==> src/rtl/iter_comparator.sv <==
// rtl/iter_comparator.sv - multi-cycle MSB-first magnitude comparator, CHUNK bits per cycle.
// Optional early exit on first differing chunk: define ITER_CMP_EARLY_EXIT_EN.
module iter_comparator #(
  parameter int WIDTH = 16,
  parameter int CHUNK = 4
) (
  input  logic             clk,
  input  logic             rst_n,
  input  logic             in_valid,
  output logic             in_ready,
  input  logic [WIDTH-1:0] a,
  input  logic [WIDTH-1:0] b,
  input  logic             signed_mode,
  input  logic             abort,
  output logic             out_valid,
  input  logic             out_ready,
  output logic             gt,
  output logic             eq,
  output logic             lt,
  output logic             busy
);

  localparam int N  = WIDTH / CHUNK;
  localparam int CW = $clog2(N + 1);
  localparam logic [WIDTH-1:0] SIGN = WIDTH'(1) << (WIDTH - 1);

  localparam logic [1:0] IDLE = 2'd0;
  localparam logic [1:0] RUN  = 2'd1;
  localparam logic [1:0] DONE = 2'd2;

  generate
    if (WIDTH % CHUNK != 0) begin : g_bad_chunk
      $error("iter_comparator: WIDTH must be a multiple of CHUNK");
    end
  endgenerate

  logic [1:0]       state;
  logic [WIDTH-1:0] sh_a, sh_b;
  logic [CW-1:0]    cnt;
  logic             diff;
  logic [CHUNK-1:0] ca, cb;
  logic             chunk_ne, last, finish;

  assign ca       = sh_a[WIDTH-1 -: CHUNK];
  assign cb       = sh_b[WIDTH-1 -: CHUNK];
  assign chunk_ne = (ca != cb);
  assign last     = (cnt == CW'(1));
  assign in_ready = (state == IDLE);
  assign busy     = (state != IDLE);

`ifdef ITER_CMP_EARLY_EXIT_EN
  assign finish = last || chunk_ne;
`else
  assign finish = last;
`endif

  always_ff @(posedge clk or negedge rst_n) begin
    if (!rst_n) begin
      state     <= IDLE;
      sh_a      <= '0;
      sh_b      <= '0;
      cnt       <= '0;
      diff      <= 1'b0;
      out_valid <= 1'b0;
      gt        <= 1'b0;
      eq        <= 1'b0;
      lt        <= 1'b0;
    end else if (abort) begin
      if (state != IDLE) begin
        state     <= IDLE;
        out_valid <= 1'b0;
        gt        <= 1'b0;
        eq        <= 1'b0;
        lt        <= 1'b0;
      end
    end else begin
      case (state)
        IDLE: begin
          if (in_valid) begin
            // Offset-binary: flipping the sign bit turns a signed compare into an unsigned one.
            sh_a  <= signed_mode ? (a ^ SIGN) : a;
            sh_b  <= signed_mode ? (b ^ SIGN) : b;
            cnt   <= CW'(N);
            diff  <= 1'b0;
            gt    <= 1'b0;
            eq    <= 1'b0;
            lt    <= 1'b0;
            state <= RUN;
          end
        end
        RUN: begin
          // Only the first (most significant) differing chunk decides the result.
          if (!diff && chunk_ne) begin
            gt   <= (ca > cb);
            lt   <= (ca < cb);
            diff <= 1'b1;
          end
          sh_a <= sh_a << CHUNK;
          sh_b <= sh_b << CHUNK;
          cnt  <= cnt - CW'(1);
          if (finish) begin
            state     <= DONE;
            out_valid <= 1'b1;
            eq        <= !diff && !chunk_ne;
          end
        end
        DONE: begin
          if (out_ready) begin
            out_valid <= 1'b0;
            state     <= IDLE;
          end
        end
        default: state <= IDLE;
      endcase
    end
  end

endmodule
==> config.mk <==
export PLATFORM = sky130hd
export DESIGN_NAME = iter_comparator
export DESIGN_NICKNAME = d
export VERILOG_FILES = /design/src/rtl/iter_comparator.sv
export SDC_FILE = /design/constraint.sdc
export NUM_CORES = 1
export LEC_CHECK = 0
export CAP_MARGIN = 20
export CORE_UTILIZATION = 54
export CTS_CLUSTER_DIAMETER = 50
export DETAILED_ROUTE_END_ITERATION = 16
export GPL_ROUTABILITY_DRIVEN = 0
export PLACE_DENSITY = 0.84
export SLEW_MARGIN = 20
export SYNTH_ARGS = -nofsm -noshare
export SYNTH_HDL_FRONTEND = slang
export SYNTH_SLANG_ARGS = --single-unit
==> constraint.sdc <==
create_clock -name clk -period 2.7 [get_ports clk]
set_clock_uncertainty 0.1 [all_clocks]
set_input_delay 0.27 -clock clk [delete_from_list [all_inputs] [get_ports clk]]
set_output_delay 0.27 -clock clk [all_outputs]
set_load 0.02 [all_outputs]
After elaboration in Yosys (flattened, before gate mapping)
Index checks and enable logic that the tools add are counted.
- add/sub/neg operators: 1
- multipliers: 0
- divide/modulo/power cells: 0
- magnitude comparators: 2
- equality and inequality tests: 11
- shifts and indexed selects: 0
- multiplexer cells: 31
- bitwise operators: 3
- reduce and logical (&&, ||, !) cells: 15
- operators with widths (kind ; count):
    16-bit 2-to-1 mux ; 4
    16-bit case mux with 2 select lines ; 2
    4-bit AND reduction ; 5
    1-bit 2-to-1 mux ; 12
    2-bit 2-to-1 mux ; 5
    1-bit case mux with 2 select lines ; 5
    3-bit != test (second input constant) ; 3
    2-bit case mux with 3 select lines ; 1
    3-bit case mux with 2 select lines ; 1
    3-bit nonzero test ; 2
    4-bit > comparator ; 1
    4-bit < comparator ; 1
    2-bit != test (second input constant) ; 2
    4-bit != test ; 1
    2-bit nonzero test ; 2
    3-bit by 1-bit equality test with 1-bit output (second input constant) ; 1
    3-bit 2-to-1 mux ; 1
    3-bit by 2-bit != test with 1-bit output (second input constant) ; 1
    1-bit NOT ; 3
    3-bit AND reduction ; 1
    3-bit by 1-bit subtractor with 3-bit output (second input constant) ; 1
    2-bit by 1-bit equality test with 1-bit output (second input constant) ; 1
    2-bit equality test (second input constant) ; 1
    1-bit logical AND ; 2
    3 further kinds ; 4
- register bits: 42
- bits in latches: 0
- RAM bits: 0
- ROM bits: 0
- bits of input ports: 38
- output and inout port bits: 6
- logic and storage cells: 72
- memories kept: 0

Logic depth before layout (Yosys ltp)
Gate-level depths: netlist of the first run.
- depth in word-level cells: 6
- mapped depth: 6
- gate-level depth less buffers: 5

Worst setup path after synthesis of the first run
OpenSTA, ideal clock, no wires.
- path kind: reg-to-reg
- start point: register state[0]
- end point: register sh_a[15]
- library setup time: 0.125 ns
- data arrival time: 1.320 ns
- setup slack: 1.155 ns
- cell stages (with the launch flop): 6
- path buffers: 2
- period minus slack after synthesis: 1.545 ns
- cells stage by stage: dfrtp_1 > or2_0 > buf_2 > and2_4 > buf_6 > mux2_4
- longest elaborated chain between the ends: 3
- elaborated cells on any way between the ends: 6
- RTL lines (item ; RTL line ; source):
    from (decl) ; 37 ; logic [1:0] state;
    from (signal assigned) ; 59 ; state <= IDLE;
    from (signal assigned) ; 70 ; state <= IDLE;
    from (signal assigned) ; 88 ; state <= RUN;
    2-bit by 1-bit equality test with 1-bit output or 2-bit zero test (tied branches) ; 77 ; case (state)
    2-bit nonzero test (no source line) or 2-bit != test (tied branches) ; -- ;
    3-bit AND reduction (no source line) ; -- ;
    to (signal assigned) ; 81 ; sh_a <= signed_mode ? (a ^ SIGN) : a;
    to (signal assigned) ; 98 ; sh_a <= sh_a << CHUNK;
    to (decl) ; 38 ; logic [WIDTH-1:0] sh_a, sh_b;
Several ways; a longest one is shown, not always the timed one.
A chain may end at the register's enable or synchronous reset.

Final worst setup path of the first run
- start point: register state[1]
- end point: output port in_ready
- longest elaborated chain between the ends: 1
- RTL lines (item ; RTL line ; source):
    2-bit zero test ; 48 ; assign in_ready = (state == IDLE);
    to (decl) ; 10 ; output logic in_ready,
No other way between the ends.

==> results.yml, run 1 <==
die:
  core_area_um2: 3690
  placementRows: 22
  start_util: 0.571
  die_h_um: 64.4
  ioPinCount: 44
  die_area_um2: 4150
  die_x_um: 64.4
timing:
  setup_viol_count_final: 0
  rsz0062_at_grt: "no"
  hold_ws_ns: 0.00237
  fmax_ghz: 0.456
  max_slew_margin: 0.397
  tightest_slew_ns: 0.904
  period_minus_slack_ns: 2.19
  slew_viol_final: 0
  post-route-period-util: 0.813
  hold_viol: 0
  fin_setup_tns_ns: 0
setup_path:
  crit_buf_inv: 2
  cp_top_family: "buffers and inverters"
  crit_cells: 3
  crit_fanout: 8
  rr_startpoint: "state[0]"
  cp.arrival_ns: 1.82
  ff2ff_setup_slack_ns: 0.89
  critPathMaxStageDelay_ns: 0.60
  end_kind: "primary output"
  critPathLaunchType: "flip-flop"
  reg2reg_to: "sh_a[11]"
  required_ns: 2.33
  cp_cell_sequence: "or2_2 > inv_1 > clkdlybuf4s50_1"
  rr_worst_depth: 4
  worstSetupPathType: "flip-flop to primary output"
  crit_slowest_cell: "clkdlybuf4s50_1"
synth:
  muxShareOfSynthArea: 0.134
  synth_xor_area_frac: 0.00832
  synth_most_common_cell: "a21oi_1"
  ys_top_cells_by_area: "dfrtp_1, mux2i_1, a21oi_1"
  synth_compound_area_frac: 0.194
  synth_flop_cell: "dfrtp_1"
  synthSimpleGateAreaFrac: 0.0755
  synth_fa_ha_area_frac: 0.0357
  synth_top_area_share: 0.499
  syn_inst: 190
  synth_area_um2: 2110
  synth_edf_count: 0
  avgSynthCellArea_um2: 11.1
  synthDistinctLibCells: 38
  yosysSeqAreaShare: 0.499
  ys_warn_count: 0
  synth_commonest_cells: "a21oi_1, dfrtp_1, mux2i_1"
  synthArstFlopShare: 1.00
  synth_top_cell_by_area: "dfrtp_1"
  ys_ff_latch: 42
  synth_top_family_by_area: "compound AO/OA/AOI/OAI gates"
  synth_nets: 234
clock_tree:
  cts_max_path_buffers: 2
  ctsResizeCount: 0
  clkLatencyLatePin_ns: 0.30
  numCtsBuffers: 5
  clkSlewWorstSetupHoldPaths_ns: 0.07
  clock-root-buffer: "clkbuf_8"
  postCtsSetupBuffers: 0
  clock_sinks: 42
  cts_tree: "yes"
  cts-htree-levels: 2
  ctsHoldBuffers: 0
pwr:
  p_leak_nw: 1.14
  irDropWorstVdd_mv: 0.410
  powerDensity_nw_per_um2: 776
route:
  via_count: 1585
  drt-total-wl_mm: 4.30
  first_pass_iters: 4
  drt_first_iter_violations: 83
  drc: 0
  wl_per_cell_um: 15.3
  antenna_left: 0
  avgViaCountPerCell: 5.64
global_routing:
  grt_pass1_wl_mm: 7.17
  grt_use_total: 0.234
  grt_max_degree: 43
  grt.overflow.total: 0
  antenna_found_initial: 0
  grt_pass1_vias: 1542
cells_and_area:
  finalInstanceArea_um2: 2660
  area_delta_synth_final_pct: 26.1
  n_fill_cell: 292
  layout-drive-gt1-share: 0.0987
  finalNetCount: 276
  multi_input_area_um2: 945
  fin_cells: 281
  regArea_um2: 1050
  antenna_cells: 0
outcome:
  status: "finished clean"
placed_design:
  port_buffers: 43
  dp.cells: 273
  dp_hpwl_mm: 2.98
  dpl-instance-area_um2: 2540
hold_path:
  hold_class: "input port to async pin"
flow_run:
  drv_cap: 0
sequential cells by signal, summed over array words and instances, names as in the netlist:
signal	flops
out_valid	1
eq	1
diff	1
sh_b	16
lt	1
cnt	3
sh_a	16
state	2
gt	1
where the power goes:
| part | total [mW] | switching [mW] | internal (mW) |
|---|---|---|---|
| Combinational | 0.677 | 0.340 | 0.337 |
| Clock | 0.489 | 0.213 | 0.276 |
| Sequential | 0.895 | 0.0997 | 0.796 |
| Total | 2.06 | 0.653 | 1.41 |
worst register-to-register path, delay by kind of cell, from the launching register on:
kind	cells	cell delay [ns]
compound gates	1	0.09
buf+inv	1	0.36
flops	1	0.44
mux	1	0.26
simple gates	1	0.45
layout make-up:
cell class              instances  area share
well taps                      48      0.0226
flip-flops and latches         42       0.396
repair buffers                 48       0.174
inverters                       7     0.00990
clock buffers                   6      0.0273
clock inverters                 2      0.0141
multi-input cells             128       0.356
layer usage:
metal,vias to the layer above,global-route usage,wire length (µm)
met5,-,0,0
met4,0,0.0667,34
met2,54,0.357,1960
met1,748,0.328,2040
li1,778,-,-
met3,5,0.0634,258
cells by family after synthesis:
group / Yosys count
AOI/OAI and AO/OA: 68
DFF: 42
muxes: 27
and+or+nand+nor: 25
buffers and inverters: 20
adders and majority gates: 6
xor gates and xnor gates: 2
placed cells by master (no fill, tap or decap), drive strengths merged:
| master | netlist | routed |
|---|---|---|
| dfrtp | 42 | 42 |
| nor2b | 3 | 3 |
| a32o | 1 | 1 |
| or3b | 1 | 1 |
| ha | 6 | 6 |
| bufinv | 0 | 1 |
| o22ai | 2 | 2 |
| a31o | 1 | 1 |
| and4b | 1 | 1 |
| mux2 | 4 | 4 |
| a211oi | 1 | 1 |
| o21ai | 4 | 4 |
| buf | 8 | 6 |
| o2bb2ai | 1 | 1 |
| inv | 7 | 7 |
| nor2 | 5 | 5 |
| clkdlybuf4s50 | 0 | 42 |
| a21o | 3 | 3 |
| a31oi | 1 | 1 |
| o221ai | 2 | 2 |
| nor3b | 3 | 3 |
| nand2b | 3 | 3 |
| nand2 | 3 | 3 |
| a22o | 8 | 8 |
| or2 | 2 | 2 |
| a41oi | 1 | 1 |
| clkinvlp | 0 | 1 |
| a21oi | 43 | 43 |
| and2 | 1 | 1 |
| nor4 | 1 | 1 |
| clkbuf | 5 | 6 |
| nand4 | 2 | 2 |
| xor2 | 2 | 2 |
| mux2i | 23 | 23 |
metrics by stage:
step                      worst slack, ns   util  total power, mW
final                               0.506  0.720             2.06
after global routing                0.417  0.720             2.20
after CTS                           0.503  0.720             2.07
after detailed placement            0.655  0.690             1.58
after global placement              0.690  0.690             1.55
after floorplan                      1.15      -             1.36
worst max path at each step:
stage               startpoint  endpoint  slack (ns)
floorplan             state[0]  sh_a[15]        1.15
global placement         abort   sh_a[2]        0.69
detailed placement       abort   sh_a[0]        0.66
CTS                   state[1]  in_ready        0.50
global route          state[1]  in_ready        0.42
finish                state[1]  in_ready        0.51
Power figures use the tool's default switching activity.
==> inputs of run 2 (changes only) <==
--- a/config.mk
+++ b/config.mk
@@ -6,11 +6,11 @@
 export NUM_CORES = 1
 export LEC_CHECK = 0
 export CAP_MARGIN = 20
-export CORE_UTILIZATION = 54
+export CORE_UTILIZATION = 46
 export CTS_CLUSTER_DIAMETER = 50
 export DETAILED_ROUTE_END_ITERATION = 16
 export GPL_ROUTABILITY_DRIVEN = 0
-export PLACE_DENSITY = 0.84
+export PLACE_DENSITY = 0.76
 export SLEW_MARGIN = 20
 export SYNTH_ARGS = -nofsm -noshare
 export SYNTH_HDL_FRONTEND = slang
==> constraint.sdc (replaced) <==
create_clock -name clk -period 1.8 [get_ports clk]
set_clock_uncertainty 0.1 [all_clocks]
set_input_delay 0.18 -clock clk [delete_from_list [all_inputs] [get_ports clk]]
set_output_delay 0.18 -clock clk [all_outputs]
set_load 0.02 [all_outputs]
==> results.yml, run 2 (synthesis gave the netlist of run 1 again) <==
setup_path:
  crit_cells: 4
  required_ns: 1.88
  cp_cell_sequence: "ha_1 > a41oi_1 > o221ai_1 > a32o_1"
  crit_fanout: 4
  cp.arrival_ns: 1.79
  worstSetupPathType: "flip-flop to flip-flop"
  critPathMaxStageDelay_ns: 0.40
  cp_top_family: "compound AO/OA/AOI/OAI gates"
  crit_buf_inv: 0
  critPathLaunchType: "flip-flop"
  end_kind: "flip-flop"
  crit_slowest_cell: "dfrtp_1"
  rr_worst_depth: 4
route:
  antenna_left: 0
  wl_per_cell_um: 15.2
  via_count: 1688
  drt-total-wl_mm: 4.49
  first_pass_iters: 4
  avgViaCountPerCell: 5.72
  drt_first_iter_violations: 16
  drc: 0
clock_tree:
  clkSlewWorstSetupHoldPaths_ns: 0.08
  clock-root-buffer: "clkbuf_8"
  cts-htree-levels: 2
  postCtsSetupBuffers: 0
  clock_sinks: 42
  clkLatencyLatePin_ns: 0.28
  cts_tree: "yes"
  numCtsBuffers: 5
  cts_max_path_buffers: 2
global_routing:
  grt_max_degree: 25
  antenna_found_initial: 0
  grt.overflow.total: 0
  grt_use_total: 0.202
  grt_pass1_wl_mm: 7.65
  grt_pass1_vias: 1665
cells_and_area:
  fin_cells: 295
  finalNetCount: 287
  final_common_cell: "a21oi_1"
  layout-drive-gt1-share: 0.140
  largestRegisters: "sh_a x16, sh_b x16, cnt x3"
  antenna_cells: 0
  area_delta_synth_final_pct: 31.6
  final_cell_mix: "a21oi_1, dfrtp_1, clkdlybuf4s50_1"
  n_fill_cell: 350
die:
  ioPinCount: 44
  die_x_um: 69.7
  core_area_um2: 4380
  die_h_um: 69.7
  die_area_um2: 4850
  placementRows: 24
  start_util: 0.480
pwr:
  clkPwrFrac: 0.236
  irDropWorstVdd_mv: 0.574
  combPwrFrac: 0.337
  p_int_mw: 2.18
  p_leak_nw: 1.21
  swShare: 0.310
  switchingPower_uw: 980
  power_frac_seq: 0.426
  powerDensity_nw_per_um2: 1140
timing:
  hold_ws_ns: 0.283
  post-route-period-util: 0.950
  max_slew_margin: 0.680
  period_minus_slack_ns: 1.71
  fin_setup_tns_ns: 0
  rsz0062_at_grt: "no"
  hold_viol: 0
  slew_viol_final: 0
  tightest_slew_ns: 0.481
  setup_viol_count_final: 0
  setup_ws_ns: 0.0894
  fmax_ghz: 0.585
outcome:
  status: "finished clean"
flow_run:
  drv_cap: 0
placed_design:
  place_ws_ns: 0.0526
  dp_hpwl_mm: 3.31
  dp.cells: 287
  port_buffers: 43
hold_path:
  hold_class: "input port to async pin"
[run 2: power groups by stage]
stage	registers, mW	clock network [mW]	logic (mW)
floorplan	1.35	0	0.696
CTS	1.35	0.766	1.07
global route	1.38	0.803	1.19
finish	1.35	0.748	1.07
detailed placement	1.37	0	1.07
global placement	1.36	0	1.05
[run 2: through the flow]
step | area, µm² | util | total power, mW
6_report | 2770 | 0.632 | 3.16
5_1_grt | 2770 | 0.632 | 3.37
4_1_cts | 2770 | 0.632 | 3.18
3_5_place_dp | 2650 | 0.604 | 2.43
3_3_place_gp | 2650 | 0.604 | 2.41
2_1_floorplan | 2110 | - | 2.04
[run 2: worst reg2reg max path: stages, from the launching register on]
cell      delay (ns)
dfrtp_1         0.40
ha_1            0.35
a41oi_1         0.35
o221ai_1        0.19
a32o_1          0.23
[run 2: routing by layer]
layer  global-route usage  wire [µm]  vias up
met5                    0          0        -
met4                0.100        118        0
met3               0.0363        217       10
met2                0.327       2200       61
met1                0.262       1960      820
li1                     -          -      797
[run 2: layout make-up]
cell class | instances | area [µm²] | area share
Tap cell | 52 | 65.1 | 0.0235
Clock buffer | 6 | 82.6 | 0.0298
Inverter | 7 | 26.3 | 0.00948
Sequential cell | 42 | 1050 | 0.379
Multi-Input combinational cell | 128 | 950 | 0.343
Clock inverter | 1 | 30.0 | 0.0108
Timing Repair Buffer | 59 | 567 | 0.205
[run 2: final timing paths]
check / startpoint / endpoint / slack, ns
max: sh_a[15] / lt / 0.09
min: rst_n / eq / 0.28
max reg2reg: sh_a[15] / lt / 0.09
min reg2reg: eq / eq / 0.39
max in group asynchronous: rst_n / sh_a[10] / 0.83
min in group clk: b[0] / sh_b[0] / 0.39
[run 2: timing repair]
| item | in CTS | in global routing |
|---|---|---|
| hold buffers | 1 | 0 |
| endpoints found under the hold margin | 18 | 0 |
| pin swaps | 0 | 0 |
| setup endpoints to repair | 2 | 3 |
| gates cloned | 0 | 0 |
| gates resized for setup | 2 | 3 |
==> inputs of run 3 (changes only) <==
--- a/config.mk
+++ b/config.mk
@@ -11,6 +11,7 @@
 export DETAILED_ROUTE_END_ITERATION = 16
 export GPL_ROUTABILITY_DRIVEN = 0
 export PLACE_DENSITY = 0.76
+export SETUP_SLACK_MARGIN = 0.2
 export SLEW_MARGIN = 20
 export SYNTH_ARGS = -nofsm -noshare
 export SYNTH_HDL_FRONTEND = slang
==> results.yml, run 3 (synthesis gave the netlist of run 1 again) <==
outcome:
  status: "finished clean"
setup_path:
  cp_cell_sequence: "buf_4 > nor2_4 > and2_4 > buf_12 > mux2i_1"
  ff2ff_setup_slack_ns: 0.24
  end_kind: "flip-flop"
  cp_top_family: "flip-flops"
  crit_buf_inv: 2
  cp.arrival_ns: 1.67
  rr_startpoint: "state[1]"
  critPathLaunchType: "flip-flop"
  crit_slowest_cell: "dfrtp_2"
  critPathMaxStageDelay_ns: 0.44
  required_ns: 1.91
  crit_fanout: 20
  rr_worst_depth: 5
  reg2reg_to: "sh_b[15]"
  worstSetupPathType: "flip-flop to flip-flop"
timing:
  post-route-period-util: 0.866
  slew_viol_final: 0
  hold_ws_ns: 0.283
  setup_viol_count_final: 0
  fmax_ghz: 0.641
  period_minus_slack_ns: 1.56
  hold_viol: 0
  max_slew_margin: 0.677
  rsz0062_at_grt: "no"
  tightest_slew_ns: 0.484
  fin_setup_tns_ns: 0
clock_tree:
  clock_sinks: 42
  clock-root-buffer: "clkbuf_8"
  cts_max_path_buffers: 2
  clkLatencyLatePin_ns: 0.28
  cts-htree-levels: 2
  cts_tree: "yes"
  numCtsBuffers: 5
  clkSlewWorstSetupHoldPaths_ns: 0.08
cells_and_area:
  regArea_um2: 1050
  n_fill_cell: 340
  largestRegisters: "sh_a x16, sh_b x16, cnt x3"
  finalInstanceArea_um2: 2870
  antenna_cells: 0
  layout-drive-gt1-share: 0.193
  finalNetCount: 288
  multi_input_area_um2: 1030
  final_util: 0.656
  final_common_cell: "a21oi_1"
  area_delta_synth_final_pct: 36.5
  final_cell_mix: "a21oi_1, dfrtp_1, clkdlybuf4s50_1"
route:
  drc: 0
  via_count: 1693
  first_pass_iters: 5
  drt_first_iter_violations: 58
  antenna_left: 0
  drt-total-wl_mm: 4.72
  avgViaCountPerCell: 5.72
  wl_per_cell_um: 15.9
pwr:
  p_int_mw: 2.28
  p_leak_nw: 1.22
  combPwrFrac: 0.366
  switchingPower_mw: 1.06
  clkPwrFrac: 0.224
  swShare: 0.316
  irDropWorstVdd_mv: 0.578
  powerDensity_nw_per_um2: 1160
  power_frac_seq: 0.410
die:
  core_area_um2: 4380
  die_x_um: 69.7
  placementRows: 24
  die_h_um: 69.7
  start_util: 0.480
  die_area_um2: 4850
  ioPinCount: 44
global_routing:
  grt.overflow.total: 0
  grt_pass1_vias: 1686
  grt_use_total: 0.203
  grt_pass1_wl_mm: 7.69
  antenna_found_initial: 0
  grt_max_degree: 25
placed_design:
  dpl-instance-area_um2: 2650
  port_buffers: 43
  dp_hpwl_mm: 3.31
flow_run:
  drv_cap: 0
hold_path:
  hold_class: "input port to async pin"
run 3: cell types whose count changed in the layout (fill, tap and decap cells not counted), moves of 2 or more:
cell     previous run  this run
dfrtp_2             0         2
dfrtp_1            42        40
buf_6               0         3
ha_1                6         2
ha_4                0         4
run 3: worst max-delay path by stage:
stage,startpoint,cells after the start,to,slack (ns)
after floorplan,state[0],5,sh_a[15],0.25
after global placement,abort,4,eq,0.08
after CTS,state[1],4,gt,0.18
final,state[1],5,sh_b[15],0.24
after detailed placement,abort,4,lt,0.05
after global routing,state[1],5,sh_b[15],0.19
run 3: metal layers:
metal	track usage	part of all wire	vias up
li1	-	-	800
met4	0.100	0.019	0
met5	0	0	-
met3	0.0363	0.042	8
met2	0.332	0.50	59
met1	0.261	0.44	826
run 3: area by class of cell:
class                           instances  area share
Multi-Input combinational cell        128       0.359
Inverter                                7     0.00914
Clock inverter                          1      0.0104
Clock buffer                            6      0.0287
Sequential cell                        42       0.367
Tap cell                               52      0.0226
Timing Repair Buffer                   60       0.203
run 3: per-stage QoR:
step	total power [mW]	setup WS, ns	instances
finish	3.34	0.241	296
global route	3.54	0.189	296
CTS	3.25	0.185	296
detailed placement	2.43	0.0526	287
global placement	2.41	0.0842	287
floorplan	2.04	0.255	190
run 3: power by group through the flow:
stage          registers (mW)  clock network, mW  logic (mW)
2_1_floorplan            1.35                  0       0.696
6_report                 1.37              0.748        1.22
3_5_place_dp             1.37                  0        1.07
5_1_grt                  1.40              0.803        1.34
3_3_place_gp             1.36                  0        1.05
4_1_cts                  1.35              0.766        1.13
run 3: repair_timing:
item / CTS / global route
endpoints found under the hold margin: 18 / 0
buffers inserted: 1 / 0
setup endpoints to repair: 22 / 29
hold buffers: 1 / 0
pin swaps: 2 / 3
gates resized for setup: 13 / 12
